## config.mk

```make
export PLATFORM = sky130hd
export DESIGN_NAME = johnson_step_sched_flat
export DESIGN_NICKNAME = d
export VERILOG_FILES = /design/src/rtl/johnson_step_sched_if.sv /design/src/rtl/johnson_step_sched.sv /design/src/flat_wrapper.sv
export SDC_FILE = /design/constraint.sdc
export NUM_CORES = 1
export LEC_CHECK = 0
export ABC_AREA = 1
export BUFFER_PORTS_ARGS = -buffer_cell sky130_fd_sc_hd__buf_4
export CAP_MARGIN = 20
export CORE_ASPECT_RATIO = 0.7
export CORE_UTILIZATION = 54
export CTS_BUF_LIST = sky130_fd_sc_hd__clkbuf_4
export DETAILED_ROUTE_END_ITERATION = 8
export PLACE_DENSITY = 0.84
export SYNTH_ARGS = -nofsm -noshare
export SYNTH_HDL_FRONTEND = slang
export SYNTH_SLANG_ARGS = --single-unit
```

## constraint.sdc

```tcl
create_clock -name CLK -period 1.5 [get_ports CLK]
set_input_delay 0.075 -clock CLK [delete_from_list [all_inputs] [get_ports CLK]]
set_output_delay 0.075 -clock CLK [all_outputs]
set_load 0.05 [all_outputs]
```

## src/rtl/johnson_step_sched_if.sv

```systemverilog
// rtl/johnson_step_sched_if.sv - control/status bundle between sequencer and its driver
interface johnson_step_sched_if #(
  parameter int PW = 22,
  parameter int CW = 8
);
  logic [PW-1:0] PERIOD;
  logic [CW-1:0] COUNT;
  logic          DIR_IN;
  logic          START;
  logic          STOP;
  logic          STEP;
  logic          CE;
  logic          DIR;
  logic          BUSY;
  logic          DONE;
  logic [CW-1:0] STEPS_LEFT;

  modport master (
    output PERIOD, COUNT, DIR_IN, START, STOP, STEP,
    input  CE, DIR, BUSY, DONE, STEPS_LEFT
  );

  modport slave (
    input  PERIOD, COUNT, DIR_IN, START, STOP, STEP,
    output CE, DIR, BUSY, DONE, STEPS_LEFT
  );
endinterface

```

## src/rtl/johnson_step_sched.sv

```systemverilog
// rtl/johnson_step_sched.sv - CE/DIR scheduler for the Johnson ring (run, burst, single step)
module johnson_step_sched #(
  parameter int PW = 22,
  parameter int CW = 8
) (
  input logic                  CLK,
  input logic                  RESETN,
  johnson_step_sched_if.slave  bus
);

  localparam logic [1:0] S_IDLE = 2'd0;
  localparam logic [1:0] S_RUN  = 2'd1;
  localparam logic [1:0] S_STEP = 2'd2;

  localparam logic [PW-1:0] ONE_P = {{(PW-1){1'b0}}, 1'b1};
  localparam logic [CW-1:0] ONE_C = {{(CW-1){1'b0}}, 1'b1};

  logic [1:0]    state;
  logic [PW-1:0] presc;
  logic [PW-1:0] per_l;
  logic          burst;
  logic          ce_r;
  logic          done_r;
  logic          busy_r;
  logic          dir_r;
  logic [CW-1:0] steps_r;

  logic [PW-1:0] presc_nxt;
  logic [CW-1:0] remaining;

  // Prescaler successor (wraps at the latched period) and the tick count left
  // once the CE currently on the output has been accounted for.
  always_comb begin
    presc_nxt = '0;
    remaining = steps_r;
    if (presc != per_l) begin
      presc_nxt = presc + ONE_P;
    end
    if (ce_r && burst) begin
      remaining = steps_r - ONE_C;
    end
  end

  // Sequencer: all outputs are registered; CE/DONE are scheduled one edge ahead.
  always_ff @(posedge CLK or negedge RESETN) begin
    if (!RESETN) begin
      state   <= S_IDLE;
      presc   <= '0;
      per_l   <= '0;
      burst   <= 1'b0;
      ce_r    <= 1'b0;
      done_r  <= 1'b0;
      busy_r  <= 1'b0;
      dir_r   <= 1'b0;
      steps_r <= '0;
    end else begin
      case (state)
        S_IDLE: begin
          ce_r   <= 1'b0;
          done_r <= 1'b0;
          if (bus.STOP) begin
            state <= S_IDLE;
          end else if (bus.START) begin
            // Prescaler is 0 in IDLE, so the first tick lands PERIOD+1 cycles
            // after acceptance; PERIOD=0 ticks straight away in cycle 1.
            state   <= S_RUN;
            busy_r  <= 1'b1;
            per_l   <= bus.PERIOD;
            burst   <= (bus.COUNT != '0);
            dir_r   <= bus.DIR_IN;
            steps_r <= bus.COUNT;
            presc   <= (bus.PERIOD == '0) ? '0 : ONE_P;
            ce_r    <= (bus.PERIOD == '0);
            done_r  <= (bus.PERIOD == '0) && (bus.COUNT == ONE_C);
          end else if (bus.STEP) begin
            state  <= S_STEP;
            busy_r <= 1'b1;
            dir_r  <= bus.DIR_IN;
            ce_r   <= 1'b1;
            done_r <= 1'b1;
          end
        end

        S_RUN: begin
          if (done_r) begin
            // Final burst tick was just issued.
            state   <= S_IDLE;
            busy_r  <= 1'b0;
            ce_r    <= 1'b0;
            done_r  <= 1'b0;
            presc   <= '0;
            steps_r <= remaining;
          end else if (bus.STOP) begin
            // Abort: remaining count is frozen as it stands.
            state  <= S_IDLE;
            busy_r <= 1'b0;
            ce_r   <= 1'b0;
            presc  <= '0;
          end else begin
            presc   <= presc_nxt;
            ce_r    <= (presc_nxt == '0);
            done_r  <= burst && (presc_nxt == '0) && (remaining == ONE_C);
            steps_r <= remaining;
          end
        end

        S_STEP: begin
          state  <= S_IDLE;
          busy_r <= 1'b0;
          ce_r   <= 1'b0;
          done_r <= 1'b0;
        end

        default: begin
          state  <= S_IDLE;
          busy_r <= 1'b0;
          ce_r   <= 1'b0;
          done_r <= 1'b0;
          presc  <= '0;
        end
      endcase
    end
  end

  assign bus.CE         = ce_r;
  assign bus.DONE       = done_r;
  assign bus.BUSY       = busy_r;
  assign bus.DIR        = dir_r;
  assign bus.STEPS_LEFT = steps_r;

endmodule

```

## src/flat_wrapper.sv

```systemverilog
// flat-port wrapper written by rule: the top's interface ports become plain ports
module johnson_step_sched_flat 
#(
  parameter int PW = 22,
  parameter int CW = 8
)
  (CLK, RESETN, bus_PERIOD, bus_COUNT, bus_DIR_IN, bus_START, bus_STOP, bus_STEP, bus_CE, bus_DIR, bus_BUSY, bus_DONE, bus_STEPS_LEFT);
  johnson_step_sched_if #(.PW(PW), .CW(CW)) bus_i ();
  input logic CLK;
  input logic RESETN;
  input wire logic [$bits(bus_i.PERIOD)-1:0] bus_PERIOD;
  input wire logic [$bits(bus_i.COUNT)-1:0] bus_COUNT;
  input wire logic [$bits(bus_i.DIR_IN)-1:0] bus_DIR_IN;
  input wire logic [$bits(bus_i.START)-1:0] bus_START;
  input wire logic [$bits(bus_i.STOP)-1:0] bus_STOP;
  input wire logic [$bits(bus_i.STEP)-1:0] bus_STEP;
  output wire logic [$bits(bus_i.CE)-1:0] bus_CE;
  output wire logic [$bits(bus_i.DIR)-1:0] bus_DIR;
  output wire logic [$bits(bus_i.BUSY)-1:0] bus_BUSY;
  output wire logic [$bits(bus_i.DONE)-1:0] bus_DONE;
  output wire logic [$bits(bus_i.STEPS_LEFT)-1:0] bus_STEPS_LEFT;
  assign bus_i.PERIOD = bus_PERIOD;
  assign bus_i.COUNT = bus_COUNT;
  assign bus_i.DIR_IN = bus_DIR_IN;
  assign bus_i.START = bus_START;
  assign bus_i.STOP = bus_STOP;
  assign bus_i.STEP = bus_STEP;
  assign bus_CE = bus_i.CE;
  assign bus_DIR = bus_i.DIR;
  assign bus_BUSY = bus_i.BUSY;
  assign bus_DONE = bus_i.DONE;
  assign bus_STEPS_LEFT = bus_i.STEPS_LEFT;
  johnson_step_sched #(.PW(PW), .CW(CW)) u_core (.CLK(CLK), .RESETN(RESETN), .bus(bus_i));
endmodule
```

==> out/metrics.yaml, run 1 <==
synthesis:
  ys_seq_area_share_pct: 40.49
  synthFlopType: "dfrtp_1"
  synth_edf_count: 0
  synth_async_sr_flop_share_pct: 100.0
  synth_seq_cells: 59
  synth_area_per_cell_um2: 6.985
  synth_nets: 560
  yosys_warnings: 0
  synthDistinctLibCells: 35
  netlist_instances: 522
  synth_area_mm2: 0.003646
outcome:
  stop_stage: "global routing (5_1_grt)"
  status: "stopped before the end"
  tool.error: "[ERROR GRT-0228] Horizontal edge usage exceeds the maximum allowed. (7, 1) usage=65535 limit=3200"
cts:
  cts_buffer_depth: 2
  cts_buffers: 9
  cts_root_buffer: "clkbuf_4"
  cts.sinks: 59
  h-tree-depth: 3
placement:
  place_inst: 741
  dpl.hpwl_mm: 8.283
  port_buffers: 47
  dpl-instance-area_mm2: 0.004812
  gp_congestion: 0.9387
die:
  die_y_um: 70.75
  rows: 24
  die_width_um: 100.2
  io_pins: 48
  initial_core_util_pct: 57.27
timing:
  worstEndpointType: "sequential cell input"
  grt_repair_worst_endpoint: "u_core.bus.DONE$_DFF_PN0_/D"
grt:
  grt_max_degree: 34
## stage by stage
| step | worst slack, ns | hold slack (ns) |
|---|---|---|
| after detailed placement | -0.3739 | 0.01533 |
| after CTS | -0.3311 | 0.09968 |
| after global placement | -0.3664 | 0.01354 |
| after floorplan | -0.1858 | -0.2206 |
## synthesized netlist by cell type, types with 3 or more instances
cell	instances	area share, %
a21oi_1	10	1.4
nand3_1	37	5.1
nand4_1	7	1.2
clkbuf_1	9	0.93
o21ai_1	3	0.41
mux2_2	3	0.93
nand3_2	3	0.82
nor3_1	6	0.82
dfrtp_1	59	40
xor2_1	14	3.4
nand2_1	145	15
nor2_2	7	1.2
nor4_1	6	1.0
inv_2	6	0.62
o22ai_1	10	1.7
nor2_1	52	5.4
inv_1	78	8.0
o21ai_0	41	5.6
nand2_2	3	0.51
## cell families after synthesis
group                    Yosys count  share of synthesized area (%)
adder cells (fa/ha/maj)            2                         0.6862
XOR/XNOR                          16                          3.844
multiplexers                       3                         0.9265
buffers and inverters             98                          10.54
AO/OA/AOI/OAI                     73                          11.12
AND/OR/NAND/NOR                  271                          32.40
flip-flops                        59                          40.49
## timing repair
item,in CTS
endpoints found under the setup margin,26
endpoints found under the hold margin,93
pin swaps,29
hold buffers,36
setup buffers,18
cloned,1
gates resized for setup,97
==> run 2: changes to the inputs <==
- CORE_ASPECT_RATIO: 0.7 -> default
- CORE_UTILIZATION: 54 -> 40
- CTS_BUF_LIST: sky130_fd_sc_hd__clkbuf_4 -> default
- PLACE_DENSITY: 0.84 -> default
- PLACE_DENSITY_LB_ADDON: default -> 0.15
- clock period: 1.5 -> 1.95 ns (I/O delays scaled with it)
==> out/metrics.yaml, run 2 <==
die:
  die_width_um: 97.47
  coreArea_mm2: 0.008763
  rows: 34
  io_pins: 48
  die_area_mm2: 0.009500
  die_y_um: 97.47
  initial_core_util_pct: 41.60
placement:
  dpl.hpwl_mm: 6.828
  port_buffers: 47
  gp_congestion: 0.9108
  dpl-instance-area_mm2: 0.004200
timing:
  layout_min_cycle_time_ns: 1.820
  worstMarginPinSlew_ns: 0.7596
  final.setup_skew_ns: 0.006981
  max_freq_mhz: 549.4
  timing.hold.ws_ns: 0.01451
  finalMaxSlewViolations: 0
  setup_violations: 0
  min_period_over_period_pct: 93.34
  hold_viol: 0
  slew_headroom_pct: 49.36
route:
  ant_nets: 0
  detail_route.wl_per_cell_um: 13.37
  dr.pass1.iters: 5
  drc: 0
  drt_iter0_markers: 169
  vias_per_cell: 5.064
  wl_mm: 9.669
  vias: 3661
pwr:
  power_density_mw_per_mm2: 857.3
  leakage_uw: 0.002366
  ir_worst_vdd_mv: 0.3634
  power_uw: 4127
finish:
  final_nets: 648
  layout_common_cells: "142 x nand2_1, 74 x buf_4, 71 x inv_1"
  post-route-util_pct: 54.94
  layout-drive-gt1-share_pct: 24.88
  mostFrequentLayoutCell: "nand2_1"
  fin_area_mm2: 0.004815
  syn2layout_area_growth_pct: 32.05
  antenna_cells: 0
synthesis:
  synth_top_area_share_pct: 40.49
  ys_seq_area_share_pct: 40.49
  synth-xor-area-share_pct: 3.844
  netlist_instances: 522
  ys_top_cells_by_count: "145 x nand2_1, 78 x inv_1, 59 x dfrtp_1, 52 x nor2_1, 41 x o21ai_0"
  synth_compound_area_share_pct: 11.12
  muxShareOfSynthArea_pct: 0.9266
  synth_edf_count: 0
  synth_async_sr_flop_share_pct: 100.0
  synth_most_common_cell: "nand2_1"
  synth-simple-area-share_pct: 32.40
  synthFlopType: "dfrtp_1"
  synth_nets: 560
  synth_top_family_by_area: "simple AND/OR/NAND/NOR gates"
  synth_largest_area_cell: "dfrtp_1"
  synthDistinctLibCells: 35
  synth_area_leaders: "dfrtp_1 40%, nand2_1 15%, inv_1 8.0%"
  synth_area_per_cell_um2: 6.985
  yosys.area_share.adder_pct: 0.6863
  synth_seq_cells: 59
  yosys_warnings: 0
  synth_area_mm2: 0.003646
cts:
  cts.sinks: 59
  cts_buffers: 9
  cts_buffer_depth: 2
  cts_root_buffer: "clkbuf_8"
  h-tree-depth: 3
  clock_latency_ns: 0.36
  clk_pin_slew_ns: 0.07
  cts_tree: "done"
critical_path:
  required_ns: 2.19
  crit_chain: "nand2_1 -> nor2_1 -> nand2_1 -> nor2_2 -> xor2_1 -> o21ai_2 -> nand2_1 -> inv_2 -> nand2_2 -> nor2_4 -> nand3_2 -> nand2_1"
  start_kind: "flip-flop"
  reg2reg_from: "u_core.presc[3]"
  arrival_ns: 2.06
  crit_family: "simple AND/OR/NAND/NOR gates"
  cpPeakStageDelay_ns: 0.42
  critPathKind: "reg2reg"
  crit_buf_inv: 1
  crit_slowest_cell: "dfrtp_1"
  crit_path_start: "u_core.presc[3]"
  end_kind: "flip-flop"
  cp_common_cell: "nand2_1"
  path_max_fanout: 4
run:
  cap_violations: 0
grt:
  overflow: 0
  grt_pass1_wl_mm: 15.66
  track_usage_pct: 20.65
  grt_max_degree: 60
  antenna_found_initial: 0
  grt_pass1_vias: 3424
outcome:
  status: "finished, final reports clean"
min_path:
  hold_start: "bus_PERIOD[21]"
  min_path_type: "in2reg"
run 2: cell families (layout without fill, tap and decap cells):
logic type,Yosys count,in the layout
AO/OA/AOI/OAI,73,73
XOR/XNOR,16,16
adder cells (fa/ha/maj),2,2
buffers and inverters,98,191
flip-flops,59,59
multiplexers,3,3
AND/OR/NAND/NOR,271,271
run 2: power by group:
| part | total, µW | switching (µW) | leakage, µW | internal (µW) |
|---|---|---|---|---|
| clock | 1470 | 517 | 0.000133 | 952 |
| sequential | 1570 | 167 | 0.000735 | 1400 |
| combinational | 1090 | 677 | 0.00150 | 413 |
| total | 4130 | 1360 | 0.00237 | 2770 |
run 2: per-stage QoR:
step | worst slack, ns | cells | TNS, ns
CTS | 0.01067 | 709 | 0
global route | -0.03109 | 723 | -0.05047
detailed placement | -0.03874 | 682 | -0.03874
global placement | -0.01910 | 682 | -0.01910
finish | 0.1298 | 723 | 0
floorplan | 0.05111 | 522 | 0
run 2: layer usage:
metal | part of all wire [%] | GRT usage (%) | up-vias
met5 | 0 | 0 | -
met4 | 1.5 | 7.919 | 0
li1 | - | - | 1843
met3 | 3.9 | 4.029 | 13
met1 | 46 | 26.48 | 1715
met2 | 49 | 34.32 | 90
run 2: path summary, 6_finish.rpt:
path,to,slack [ns],cells after the start
worst max-delay path,u_core.bus.DONE,0.13,12
worst min-delay path,u_core.per_l[21],0.01,3
worst max register to register,u_core.bus.DONE,0.13,12
worst min register to register,u_core.bus.DIR,0.49,2
max in group asynchronous,u_core.presc[2],1.04,2
min in group asynchronous,u_core.per_l[21],0.36,2
run 2: cell type report:
class / instances / area [µm²]
Sequential cell: 59 / 1485
Fill cell: 812 / 3949
Timing Repair Buffer: 89 / 708.2
Inverter: 86 / 325.3
Clock inverter: 4 / 95.09
Clock buffer: 12 / 165.2
Tap cell: 108 / 135.1
Multi-Input combinational cell: 365 / 1901
run 2: worst register-to-register path, stage by stage, from the launching register on:
cell,delay (ns)
dfrtp_1,0.42
nand2_1,0.10
nor2_1,0.22
nand2_1,0.14
nor2_2,0.17
xor2_1,0.26
o21ai_2,0.07
nand2_1,0.07
inv_2,0.04
nand2_2,0.07
nor2_4,0.05
nand3_2,0.06
nand2_1,0.04
run 2: timing repair:
action,4_1_cts,5_1_grt
pin swaps,0,20
endpoints found under the setup margin,1,3
hold buffers,11,0
cloned,0,1
setup buffers,0,13
resized for setup,1,44
endpoints found under the hold margin,69,0
Power figures use the tool's default switching activity.
